File: src/rtl/latch_stage_skid.sv
// Handshaked pipeline-stage register with a 2-entry skid buffer, synchronous flush
// and a saturating stall-cycle counter. The ready signal never depends on out_ready.
module latch_stage_skid #(
    parameter int DATA_WIDTH  = 38,
    parameter int COUNT_WIDTH = 16
) (
    input  logic                   clock,
    input  logic                   reset,
    input  logic                   flush,
    input  logic                   in_valid,
    output logic                   in_ready,
    input  logic [DATA_WIDTH-1:0]  in_data,
    output logic                   out_valid,
    input  logic                   out_ready,
    output logic [DATA_WIDTH-1:0]  out_data,
    output logic [COUNT_WIDTH-1:0] stall_count
);

    // Valid/ready: a word moves on an edge where both valid and ready are high;
    // valid must not drop and data must not change until that edge happens.

    logic                   r_main_valid;
    logic [DATA_WIDTH-1:0]  r_main_data;
    logic                   r_skid_valid;
    logic [DATA_WIDTH-1:0]  r_skid_data;
    logic [COUNT_WIDTH-1:0] r_stall_count;

    logic w_in_ready;
    logic w_in_fire;
    logic w_main_free;
    logic w_stalled;

    assign w_in_ready  = !r_skid_valid && !flush;
    assign w_in_fire   = in_valid && w_in_ready;
    assign w_main_free = !r_main_valid || out_ready;
    assign w_stalled   = r_main_valid && !out_ready;

    always_ff @(posedge clock) begin
        if (reset) begin
            r_main_valid  <= 1'b0;
            r_main_data   <= '0;
            r_skid_valid  <= 1'b0;
            r_skid_data   <= '0;
            r_stall_count <= '0;
        end else begin
            if (flush) begin
                r_main_valid <= 1'b0;
                r_main_data  <= '0;
                r_skid_valid <= 1'b0;
                r_skid_data  <= '0;
            end else if (w_main_free) begin
                // The skid word is older than anything upstream, so it drains first.
                if (r_skid_valid) begin
                    r_main_valid <= 1'b1;
                    r_main_data  <= r_skid_data;
                    r_skid_valid <= 1'b0;
                end else if (w_in_fire) begin
                    r_main_valid <= 1'b1;
                    r_main_data  <= in_data;
                end else begin
                    r_main_valid <= 1'b0;
                end
            end else if (w_in_fire) begin
                r_skid_valid <= 1'b1;
                r_skid_data  <= in_data;
            end

            if (!flush && w_stalled && (r_stall_count != {COUNT_WIDTH{1'b1}})) begin
                r_stall_count <= r_stall_count + 1'b1;
            end
        end
    end

    assign in_ready    = w_in_ready;
    assign out_valid   = r_main_valid;
    assign out_data    = r_main_data;
    assign stall_count = r_stall_count;

endmodule

File: config.mk
export PLATFORM = sky130hd
export DESIGN_NAME = latch_stage_skid
export DESIGN_NICKNAME = d
export VERILOG_FILES = /design/src/rtl/latch_stage_skid.sv
export SDC_FILE = /design/constraint.sdc
export NUM_CORES = 1
export LEC_CHECK = 0
export CAP_MARGIN = 20
export CORE_ASPECT_RATIO = 1.5
export CORE_MARGIN = 1
export CORE_UTILIZATION = 44
export DETAILED_ROUTE_END_ITERATION = 10
export GPL_TIMING_DRIVEN = 0
export PLACE_DENSITY = 0.83
export SYNTH_ARGS = -nofsm -noshare
export SYNTH_HDL_FRONTEND = slang
export SYNTH_SLANG_ARGS = --single-unit
File: constraint.sdc
create_clock -name clock -period 1.8 [get_ports clock]
set_clock_uncertainty 0.1 [all_clocks]
set_input_delay 0.27 -clock clock [delete_from_list [all_inputs] [get_ports clock]]
set_output_delay 0.27 -clock clock [all_outputs]
set_load 0.01 [all_outputs]
# Word level (Yosys, flattened, before mapping)
# Cells that the tools add are included.
# op_classes
add_sub_neg,1
n_eq_ne,1
muxes,4
bitwise,1
n_reduce_logical,15
# op_table
op,n
$mux W38,2
$add A16 B1 Y16 const B,1
$ne A16 B16 Y1 const B,1
$logic_and A1 B1 Y1,5
$logic_not A1 Y1,4
$reduce_and A2 Y1,2
$reduce_or A3 Y1,1
$mux W1,2
$reduce_bool A2 Y1,1
$reduce_or A2 Y1,1
$logic_or A1 B1 Y1,1
$not A1 Y1,1
# totals
regBits,94
out_inout_bits,56
word_cells,27

# Depth between registers and ports, before layout
# depth
depth_word,5
mapped_depth,7
depth_no_buf,5

# Least setup slack after synthesis
# No wires, ideal clock.
# synth_timing
kind,register -> register
from,"register r_stall_count[0], in the netlist stall_count[0]"
to,"register r_stall_count[1], in the netlist stall_count[1]"
setup_time_ns,0.115
arrival_ns,1.552
required_ns,1.585
slack_ns,0.033
path_stages_with_launch,8
path_buffers,2
period_less_slack_ns,1.767
cell_sequence,dfxtp_1 -> ha_1 -> nand3_1 -> nor4_2 -> buf_4 -> buf_6 -> nor3b_1 -> o21ba_2
# synth_via
elab_chain_cells,2
# synth_rtl
item,line,text
from (decl),26,logic [COUNT_WIDTH-1:0] r_stall_count;
from (signal assigned),69,r_stall_count <= r_stall_count + 1'b1;
branches (longest 2 deep; another with $add A16 B1 Y16),-,
# Parallel ways; which one is timed is not known.
# A chain may end at the register's enable or synchronous reset.

# Worst setup path after layout
# layout_timing
from,"register r_stall_count[0], in the netlist stall_count[0]"
to,"register r_stall_count[13], in the netlist stall_count[13]"
# The elaborated chain is that of the path after synthesis.

==> reports/metrics.cfg <==
[outcome]
status=completed

[grt]
grt_max_degree=16
gr-total-overflow=0
grt_pass1_wl_um=16440
grt_pass1_vias=3526
groute.usage.overall_pct=22.55
antenna_found_initial=0

[yosys]
syn_nets=488
avgSynthCellArea_um2=8.784
syn_area_um2=3900
synth_flop_cell=dfxtp_1
async_flop_share_pct=0
ys_seq_area_share_pct=48.25
ys_types=40
synth-seq-cells=94
netlist_instances=444
ys_warn_count=0
synth_edf_count=0

[setup_path]
critPathKind=register to register
cp.required_ns=1.97
worstPathArrival_ns=1.92
start_kind=register
critPathMaxFanout=5
end_kind=register

[finish]
nets=598
antenna_cells=0
area_delta_synth_final_pct=39.88
drive_above_1_share_pct=13.42
stdcell_count=666
nFillCells=756

[clock_tree]
clock_path_buffers=2
cts_buffers=9
insertion_delay_ns=0.34
clock-sinks=94
path_clk_slew_ns=0.07
clockRootBuffer=clkbuf_16
cts_tree=built
htreeDepth=3
cts_hold_buf=0

[floorplan]
rows=41
initial_core_util_pct=45.80
dieHeight_um=117.3
core_um2=8516
die_area_um2=9252
fp.dieW_um=78.87
ios=99

[pwr]
p_leak_nw=1.783
ir_worst_vdd_uv=508.8
power_mw=4.548
power.density_nw_per_um2=833.7

[placed_design]
place.gp.congestion=0.9059
hpwl_um=7363
dp.cells=648
numPortBuffers=97

[flow_run]
maxCapViolCount=0

[worst_hold_path]
holdCritPathClass=primary input to register

[detailed_routing]
antenna_left=0
first_pass_iters=4
avgRoutedWirePerCell_um=15.55
drcViolationCount=0
drt_iter0_drc=205
finalWirelength_um=10350
vias=3642
routed_via_density=5.468

[sta]
slew_headroom_pct=62.55
finalSetupViolCount=0
slew_viol_final=0
tightest_slew_ns=0.5618
holdWs_ns=0.1278
hold_violations=0
max_freq_mhz=571.5
period_needed_ns=1.750
period_share_pct=97.20

cell families (layout without fill, tap and decap cells):
kind of cell | count (synthesis) | after routing | synth area share (%)
AO/OA/AOI/OAI | 105 | 105 | 16.88
XOR/XNOR | 1 | 1 | 0.2246
adder cells (fa/ha/maj) | 1 | 1 | 0.3208
buffers and inverters | 38 | 153 | 4.523
flip-flops | 94 | 94 | 48.25
multiplexers | 39 | 39 | 10.04
AND/OR/NAND/NOR | 166 | 166 | 19.76
layer usage:
metal  global-route usage [%]  part of all wire (%)
met3                    3.735                   4.1
met2                    40.98                    54
met5                        0                     0
met1                    24.89                    39
met4                    10.45                   3.2
layout make-up:
cell class	instances	area, um^2	share of cell area, %
buffer	34	178.9	3.280
multi-input combinational	312	1913	35.07
tap	107	133.9	2.454
clock inverter	6	85.08	1.560
clock buffer	10	239.0	4.381
sequential	94	1903	34.89
inverter	3	11.26	0.2064
timing repair buffer	100	991.0	18.17
report_power, final:
group	switching, mW	internal, mW
Combinational	0.186	0.195
Sequential	0.0212	2.11
Clock	0.784	1.25
repair_timing:
| action | 4_1_cts | 5_1_grt |
|---|---|---|
| endpoints found under the setup margin | 42 | 72 |
| cloned | 1 | 0 |
| pin swaps | 2 | 4 |
| resized for setup | 10 | 37 |
| buffers inserted | 2 | 0 |
registers in the layout, indices dropped and copies added, names as in the netlist:
signal and count:
out_data 38, r_skid_data 38, stall_count 16, out_valid 1
r_skid_valid 1
final timing paths:
path                endpoint  slack [ns]  depth (start not counted)       startpoint
max          stall_count[13]        0.05                          6   stall_count[0]
min           stall_count[0]        0.13                          2            reset
min reg2reg  r_skid_data[20]        0.35                          2  r_skid_data[20]
max reg2reg  stall_count[13]        0.05                          6   stall_count[0]
Yosys cell counts (2+ instances only):
cell type	count	area share [%]
a211oi_1	39	7.5
a21oi_1	50	6.4
and3_1	5	0.80
buf_1	3	0.29
buf_2	14	1.8
buf_4	2	0.38
clkbuf_1	14	1.3
dfxtp_1	94	48
inv_1	3	0.29
mux2i_1	38	9.8
nand2_1	80	7.7
nand3_1	5	0.64
nand4_1	4	0.64
nor2_1	43	4.1
nor2b_1	2	0.32
nor3_1	3	0.38
nor3b_1	2	0.38
o21ai_0	4	0.51
o31ai_1	8	1.5
or2_2	2	0.32
or3_1	3	0.48
or4_1	8	1.5
cell usage in the layout, fill, tap and decap left out, types with 8 or more instances in the layout:
master           netlist  layout
nor2_1                43      42
clkdlybuf4s50_1        0      94
nand2_1               80      79
mux2i_1               38      38
dfxtp_2                0      14
clkbuf_16              0       9
a211oi_1              39      39
clkbuf_1              14      10
a21oi_1               50      48
o31ai_1                8       8
buf_2                 14      10
dfxtp_1               94      79
stage by stage:
stage                TNS, ns  util, %  setup slack (ns)  instance area, um^2
finish                     0    64.06           0.05037                 5455
global route        -0.06263    64.06          -0.03165                 5455
CTS                        0    63.16         0.0006650                 5379
detailed placement    -27.52    58.77           -0.4543                 5005
global placement      -25.28    58.77           -0.3863                 5005
floorplan                  0        -           0.03252                 3900
critical path, stage by stage, from the launching register on:
cell and delay, ns:
dfxtp_4 0.37, ha_4 0.18, nand3_4 0.11, nor4_4 0.06, buf_4 0.16, or4_1 0.55
a21oi_2 0.16
(Power assumes the default switching activity.)
